<file path="config.mk">
export PLATFORM = sky130hd
export DESIGN_NAME = cpu_68k_busctl
export DESIGN_NICKNAME = d
export VERILOG_FILES = /design/src/rtl/cpu_68k_busctl.sv
export SDC_FILE = /design/constraint.sdc
export NUM_CORES = 1
export LEC_CHECK = 0
export ABC_AREA = 1
export CELL_PAD_IN_SITES_DETAIL_PLACEMENT = 0
export CELL_PAD_IN_SITES_GLOBAL_PLACEMENT = 1
export CORE_MARGIN = 5
export CORE_UTILIZATION = 35
export CTS_CLUSTER_DIAMETER = 60
export CTS_CLUSTER_SIZE = 25
export DETAILED_ROUTE_END_ITERATION = 10
export GPL_TIMING_DRIVEN = 1
export PLACE_DENSITY_LB_ADDON = 0.1
export SYNTH_ARGS = -nofsm -noshare
export SYNTH_HDL_FRONTEND = slang
export SYNTH_SLANG_ARGS = --single-unit
</file>
<file path="constraint.sdc">
create_clock -name CLK_24M -period 3 [get_ports CLK_24M]
set_input_delay 0.6 -clock CLK_24M [delete_from_list [all_inputs] [get_ports CLK_24M]]
set_output_delay 0.6 -clock CLK_24M [all_outputs]
set_load 0.005 [all_outputs]
</file>
<file path="src/rtl/cpu_68k_busctl.sv">
// cpu_68k_busctl: 68000 phase-enable generator, reset stretcher, IPL synchroniser and bus-acknowledge FSM.
// The optional bus watchdog (BERR on missing acknowledge, sticky TIMEOUT_FLAG) is built only when
// the macro CPU68K_WATCHDOG_EN is defined; otherwise nBERR is tied high and TIMEOUT_FLAG tied low.
module cpu_68k_busctl #(
   parameter int         CLK_DIV      = 2,
   parameter int         RESET_HOLD   = 16,
   parameter int         WDOG_LIMIT   = 255,
   parameter logic [6:0] AUTOVEC_MASK = 7'h7F
) (
   input  logic       CLK_24M,
   input  logic       nRESET,
   output logic       EN_PHI1,
   output logic       EN_PHI2,
   output logic       CPU_RESET,
   input  logic       nAS,
   input  logic [2:0] FC,
   input  logic [2:0] ADDR_LO,
   input  logic       nDTACK_IN,
   input  logic [3:0] WAIT_STATES,
   input  logic [2:0] IPL_IN,
   output logic       nDTACK_OUT,
   output logic       nVPA,
   output logic       nBERR,
   output logic [2:0] IPL_OUT,
   output logic       TIMEOUT_FLAG
);
   localparam int PW = $clog2(CLK_DIV);
   localparam int RW = $clog2(RESET_HOLD + 1);
   typedef enum logic [2:0] {IDLE, WAIT_ACK, WSTATE, ACK, AVEC, BERR} state_t;
   if (CLK_DIV < 2 || CLK_DIV > 16 || CLK_DIV % 2 != 0 || RESET_HOLD < 1 || WDOG_LIMIT < 1) begin : g_bad_param
      $error("cpu_68k_busctl: parameter out of range");
   end
   state_t        state;
   logic [PW-1:0] phase;
   logic [PW-1:0] phase_nxt;
   logic [RW-1:0] rst_cnt;
   logic [3:0]    wait_cnt;
   logic [2:0]    ipl_meta;
   logic [7:0]    avec_map;
   logic          as_q;
   logic          as_fall;
   logic          autovec;
   logic          wd_trip;
   assign phase_nxt = (phase == PW'(CLK_DIV - 1)) ? '0 : phase + 1'b1;
   assign as_fall   = as_q & ~nAS;
   assign avec_map  = {AUTOVEC_MASK, 1'b0};
   assign autovec   = (FC == 3'b111) && avec_map[ADDR_LO];
   // Phase counter; enables are registered from the next count so reset holds both low
   always_ff @(posedge CLK_24M or negedge nRESET)
      if (!nRESET) begin
         phase   <= '0;
         EN_PHI1 <= 1'b0;
         EN_PHI2 <= 1'b0;
      end else begin
         phase   <= phase_nxt;
         EN_PHI1 <= (phase_nxt == '0);
         EN_PHI2 <= (phase_nxt == PW'(CLK_DIV / 2));
      end
   // Stretch CPU reset for RESET_HOLD PHI2 pulses after nRESET release
   always_ff @(posedge CLK_24M or negedge nRESET)
      if (!nRESET) begin
         CPU_RESET <= 1'b1;
         rst_cnt   <= '0;
      end else if (CPU_RESET && EN_PHI2) begin
         rst_cnt <= rst_cnt + 1'b1;
         if (rst_cnt == RW'(RESET_HOLD - 1)) CPU_RESET <= 1'b0;
      end
   // Two-stage interrupt level synchroniser clocked by the PHI2 enable
   always_ff @(posedge CLK_24M or negedge nRESET)
      if (!nRESET) begin
         ipl_meta <= 3'b111;
         IPL_OUT  <= 3'b111;
      end else if (EN_PHI2) begin
         ipl_meta <= IPL_IN;
         IPL_OUT  <= ipl_meta;
      end
   // Bus FSM; a cycle starts only on a sampled nAS fall so a reset never resumes a stale cycle
   always_ff @(posedge CLK_24M or negedge nRESET)
      if (!nRESET) begin
         state      <= IDLE;
         wait_cnt   <= '0;
         as_q       <= 1'b0;
         nDTACK_OUT <= 1'b1;
         nVPA       <= 1'b1;
      end else begin
         as_q       <= nAS;
         nDTACK_OUT <= (state != ACK);
         nVPA       <= (state != AVEC);
         case (state)
            IDLE:     if (as_fall) state <= autovec ? AVEC : WAIT_ACK;
            WAIT_ACK: if (nAS) state <= IDLE;
                      else if (!nDTACK_IN) begin
                         state    <= (WAIT_STATES == 4'd0) ? ACK : WSTATE;
                         wait_cnt <= WAIT_STATES;
                      end else if (wd_trip) state <= BERR;
            WSTATE:   if (nAS) state <= IDLE;
                      else if (EN_PHI2 && wait_cnt == 4'd1) state <= ACK;
                      else if (wd_trip) state <= BERR;
                      else if (EN_PHI2) wait_cnt <= wait_cnt - 4'd1;
            default:  if (nAS) state <= IDLE;
         endcase
      end
`ifdef CPU68K_WATCHDOG_EN
   localparam int WW = $clog2(WDOG_LIMIT + 1);
   logic [WW-1:0] wd_cnt;
   logic          wd_wait;
   assign wd_wait = (state == WAIT_ACK) || (state == WSTATE);
   assign wd_trip = EN_PHI2 && !nAS && (wd_cnt == WW'(WDOG_LIMIT - 1)) &&
                    ((state == WAIT_ACK && nDTACK_IN) || (state == WSTATE && wait_cnt != 4'd1));
   // Watchdog counts PHI2 pulses while waiting for an acknowledge; timeout flag is sticky
   always_ff @(posedge CLK_24M or negedge nRESET)
      if (!nRESET) begin
         wd_cnt       <= '0;
         nBERR        <= 1'b1;
         TIMEOUT_FLAG <= 1'b0;
      end else begin
         nBERR <= (state != BERR);
         if (state == IDLE) wd_cnt <= '0;
         else if (wd_wait && EN_PHI2) wd_cnt <= wd_cnt + 1'b1;
         if (wd_trip) TIMEOUT_FLAG <= 1'b1;
      end
`else
   assign wd_trip      = 1'b0;
   assign nBERR        = 1'b1;
   assign TIMEOUT_FLAG = 1'b0;
`endif
endmodule

</file>
Word-level counts from Yosys, hierarchy flattened
Memories as Yosys holds them, arrays and structs flattened.
Index checks and enable logic that the tools add are counted.

operators by class
  add/subtract/negate cells = 3
  reductions and logical operators = 10
  equality and inequality tests = 15
  mux-type cells = 17
  order comparisons = 1
  bitwise logic cells = 3

operators with widths
  operator                                                                      count
  3-bit 2-to-1 mux                                                              7
  4-bit 2-to-1 mux                                                              5
  2-bit inequality test, second input constant                                  6
  3-bit inequality test, second input constant                                  3
  3-bit one-hot mux with 3 select lines                                         1
  4-bit one-hot mux with 2 select lines                                         1
  6-bit AND reduction                                                           1
  5-bit by 1-bit adder with 5-bit output, second input constant                 1
  5-bit by 4-bit equality test with 1-bit output, second input constant         1
  4-bit by 1-bit equality test with 1-bit output, second input constant         1
  4-bit logical NOT                                                             1
  3-bit by 4-bit less-than comparator with 1-bit output, second input constant  1
  4-bit AND reduction                                                           1
  4-bit nonzero test                                                            1
  4-bit by 1-bit subtractor with 4-bit output, second input constant            1
  3-bit by 1-bit equality test with 1-bit output, second input constant         1
  3-bit by 2-bit equality test with 1-bit output, second input constant         1
  3-bit equality test, second input constant                                    1
  1-bit logical AND                                                             3
  3-bit logical NOT                                                             1
  1-bit 2-to-1 mux                                                              3
  3-bit by 2-bit inequality test with 1-bit output, second input constant       1
  1-bit NOT                                                                     2
  2-bit AND reduction                                                           1
  3 further kinds                                                               3

word-level totals
  register bits = 24
  input bits = 17
  memory bits (read-only) = 8
  memories = 1
  output and inout bits = 10

memories
  name             words  bits a word  read ports  clocked after memory_dff  wr ports  RTL line  RTL
  (no name shown)  8      1            1           0                         0         47        assign autovec = (FC == 3'b111) && avec_map[ADDR_LO];

Depth between registers and ports, before layout
  depth after elaboration = 6
  gate-level depth with buffers = 11

Worst setup path after synthesis
Ideal clock, no wire load.

  path type = register to register
  start = reg phase (netlist name)
  end = reg wait_cnt[2]
  path buffers = 1
  stages on the path, launching flop included = 10
  arrival time = 1.087 ns
  period minus slack after synthesis = 1.204 ns
  library setup time = 0.117 ns
  slack = 1.796 ns
  data required time = 2.883 ns
  path through = dfrtp_1 -> buf_4 -> nand2_1 -> clkinv_1 -> nand2_1 -> nand2_2 -> nand2_1 -> nand3_2 -> nand2_1 -> nand2_1

RTL lines
  what                  RTL line  RTL
  end signal, assigned  99        else if (EN_PHI2) wait_cnt <= wait_cnt - 4'd1;
  end, declared         37        logic [3:0] wait_cnt;

==> impl_summary.md <==
Status
The run finished with clean final reports.

Clocking
The clock-pin slew on the worst setup and hold paths is ~0.070 ns. TritonCTS built the clock tree. TritonCTS created 3 clock buffers. The cell at the root of the clock tree is sky130_fd_sc_hd__clkbuf_8.

For this design, the CTS-stage hold fixing added 0 buffers. The clock latency of the later-clocked register in the worst-skew pair is 0.26 ns. For this design, the sink count on the clock tree is 24. The number of H-tree branching levels is 1.

The post-cts sizing count is 0. The count of buffers added by post-CTS timing repair for setup is 0. The clock passes through at most 2 buffers.

Timing
Once routing completed, OpenROAD measured the worst setup slack at about 0.98 ns. After layout, the minimum clock period comes to 2.02 ns. The actual slew at the worst max-slew pin is ~0.93 ns.

Setup violations remaining at the end of the flow were counted as 0. Of the available clock period, the critical path in the final layout requires 0.673. The max-slew violation count is 0.

Setup repair after global routing left no endpoint under its margin. The count of final hold-check violations is 0. The final sum of negative setup slack is 0 ns. The highest achievable clock rate is 0.495 GHz. The clock skew is 0.00481 ns. Measured against its own limit, the worst slew margin works out to 0.378.

Synthesis
After synthesis, the netlist uses 25 different library cells. The area of the mapped netlist is 0.00129 mm2. When the netlist entered floorplanning its net count stood at 181. The total number of yosys warnings is 0. In this run the mean area of a mapped cell was between 8 and 9 um2. The proportion of synthesized chip area in sequential cells is 0.475.

The synthesized design contains 24 register bits. Counting flops with a built-in enable in the synthesized netlist gives 0. In the synthesized netlist the async set-or-reset flop fraction comes to 1.00. The most used flip-flop cell after synthesis is sky130_fd_sc_hd__dfrtp_1. Counting every instance in the synthesized netlist gives 160.

Placed design
The HPWL after detailed placement is 1990 um. During placement, the flow inserted port buffers numbering 24. The post-place setup slack is 1.11 ns. After detailed placement, the total cell area comes to 0.00156 mm2.

The placer congestion estimate is 0.752.

Power
The net switching power is 0.400 mW. The combinational group share of total power is 0.389. The total power is around 1.0 mW. The switching part of the total is 0.385. VDD sags by at most 0.000197 V.

Of the total power, the clock network draws 0.181. Cell internal power was estimated by the tool at 0.638 mW. The share of power burned in registers is 0.431.

The power per cell area is 646 mW/mm2. For this design the static power due to leakage is 0.790 nW.

Die
The core region is around 0.0036 mm2. The initial utilization of the core area, before any placement, comes to 0.357. Row generation in the floorplan step produced 22 rows. The overall die width is ~71 um.

The I/O pin count is 27. The floorplan step set the die height to 70.7 um. The area of the die is approximately 0.005 mm2.

GRT
The wire length of the first global-routing pass is 4510 um. The total overflow left after global routing is 0. For this run, the total global-route usage over all layers was measured as 0.110.

The number of antenna violations at the first check in global routing came to 0. Entering global routing, the biggest net connects 22 pins. The via count of the first global-routing pass is 1071.

Critical path
Along the worst path, the maximum fanout reaches 13. The data required time of the critical path is 2.40 ns. Together, buffers and inverters on the worst path number 1. The most critical setup path has its startpoint at phase. By startpoint and endpoint, the worst setup path is classified as reg -> out.

The minimum setup slack among reg-to-reg paths is 1.60 ns. The family of cells with the greatest summed delay on the critical path is flip-flops. The element type at the critical path start is a flop. The endpoint of the most critical setup path is EN_PHI2. The arrival time of data at the critical path endpoint is 1.42 ns. The delay of the slowest critical-path stage is ~0.58 ns.

Walking the worst path, the cells encountered are clkdlybuf4s50_1. The capturing point of the worst reg2reg path is wait_cnt[3]. The cell count along the critical path is 1. The source of the worst register-to-register timing path is state[1]. The number of cells on the worst reg-to-reg path is 7.

STA classifies the critical path endpoint as a primary output. On the critical path, the stage with the largest delay is an instance of sky130_fd_sc_hd__dfrtp_1.

Worst hold path
The worst hold path belongs to the class reg -> reg. The launch point of the worst hold path is IPL_OUT[1].

Layout
The commonest non-fill, non-tap cell in the layout is sky130_fd_sc_hd__nand2_1. The antenna diode count is 0. Leaving out fill and tap cells, the most frequent cells in the layout are sky130_fd_sc_hd__nand2_1 (54), sky130_fd_sc_hd__clkdlybuf4s50_1 (24), sky130_fd_sc_hd__nand3_1 (16). The number of inserted filler cells in the final layout is 359. The final instance area is 0.00161 mm2. Measured on the finished design, the core utilization comes to 0.446.

The area growth from synthesis to layout is 24.8%. The sequential cell area in the final layout is 612 um2. The number of nets in the layout is 207. The fraction of final layout cells with drive strength greater than 1 is 0.162.

The multi-input combinational cells in the finished layout cover a total of 574 um2.

Routing
Before antenna repair, the detailed router went through 4 iterations. The total DRC errors in the routed layout is 0. The number of nets with antenna violations after detailed routing is 0. The wire length per cell is 10.8 um. The final route contains 1039 vias. The number of design-rule violations left by the first detailed-router iteration is 22. Dividing the detail-routed via count by the number of cells gives approximately 4.5. The total length of routed wires is 2510 um.

Run
The number of maximum-capacitance constraint violations is 0.
-- logic make-up (layout without fill, tap and decap cells) --
family / count (synthesis) / after routing / share of synthesized area
mux: 1 / 1 / 0.00875
compound gates: 7 / 7 / 0.0291
flops: 24 / 24 / 0.475
xor+xnor: 4 / 4 / 0.0272
simple gates: 97 / 97 / 0.336
fa+ha+maj: 4 / 4 / 0.0389
other cells: 2 / 2 / 0.00583
buf+inv: 21 / 46 / 0.0787
-- state kept, by name, indices dropped and copies added, names as in the netlist --
name	flops
wait_cnt	4
state	3
EN_PHI1	1
phase	1
rst_cnt	5
ipl_meta	3
IPL_OUT	3
as_q	1
nDTACK_OUT	1
nVPA	1
CPU_RESET	1
-- Yosys cell counts, types with 2 or more instances --
cell type,number,area (um2)
sky130_fd_sc_hd__nor2_2,3,18.8
sky130_fd_sc_hd__inv_2,3,11.3
sky130_fd_sc_hd__inv_1,12,45.0
sky130_fd_sc_hd__nand2_2,7,43.8
sky130_fd_sc_hd__conb_1,2,7.51
sky130_fd_sc_hd__nand3_1,16,80.1
sky130_fd_sc_hd__xor2_1,3,26.3
sky130_fd_sc_hd__ha_1,4,50.1
sky130_fd_sc_hd__nand4_1,2,12.5
sky130_fd_sc_hd__buf_4,4,30.0
sky130_fd_sc_hd__o21ai_0,5,25.0
sky130_fd_sc_hd__nor2_1,11,41.3
sky130_fd_sc_hd__dfrtp_1,15,375
sky130_fd_sc_hd__nand2_1,54,203
sky130_fd_sc_hd__dfstp_2,9,236
-- routing by layer --
metal / global-route usage / vias up / wire [um]
li1: - / 544 / -
met1: 0.132 / 468 / 1130
met2: 0.192 / 25 / 1230
met3: 0.0170 / 2 / 106
met4: 0.0501 / 0 / 35
met5: 0 / - / 0
-- power by group through the flow --
stage	clock (mW)	sequential, mW	combinational, mW
after global routing	0.208	0.457	0.470
after detailed placement	0	0.453	0.411
after CTS	0.197	0.448	0.412
after global placement	0	0.453	0.405
after floorplan	0	0.417	0.349
final	0.188	0.447	0.404
-- final cells by class --
| cell class | count | area share |
|---|---|---|
| timing repair buffer | 26 | 0.159 |
| inverter | 16 | 0.0374 |
| multi-input combinational | 115 | 0.357 |
| sequential | 24 | 0.381 |
| clock buffer | 4 | 0.0280 |
| tap | 48 | 0.0374 |
-- worst min path at each step --
stage | to | slack (ns) | depth (start not counted)
2_1_floorplan | EN_PHI1 | 0.30 | 0
3_3_place_gp | ipl_meta[1] | 0.45 | 2
3_5_place_dp | IPL_OUT[1] | 0.46 | 2
4_1_cts | IPL_OUT[1] | 0.47 | 2
5_1_grt | IPL_OUT[1] | 0.48 | 2
6_report | IPL_OUT[1] | 0.46 | 2
-- stage by stage --
stage,std cells,hold WS (ns)
6_report,233,0.464
5_1_grt,233,0.484
4_1_cts,233,0.467
3_5_place_dp,229,0.455
3_3_place_gp,229,0.451
2_1_floorplan,160,0.304
(Power assumes the default switching activity.)
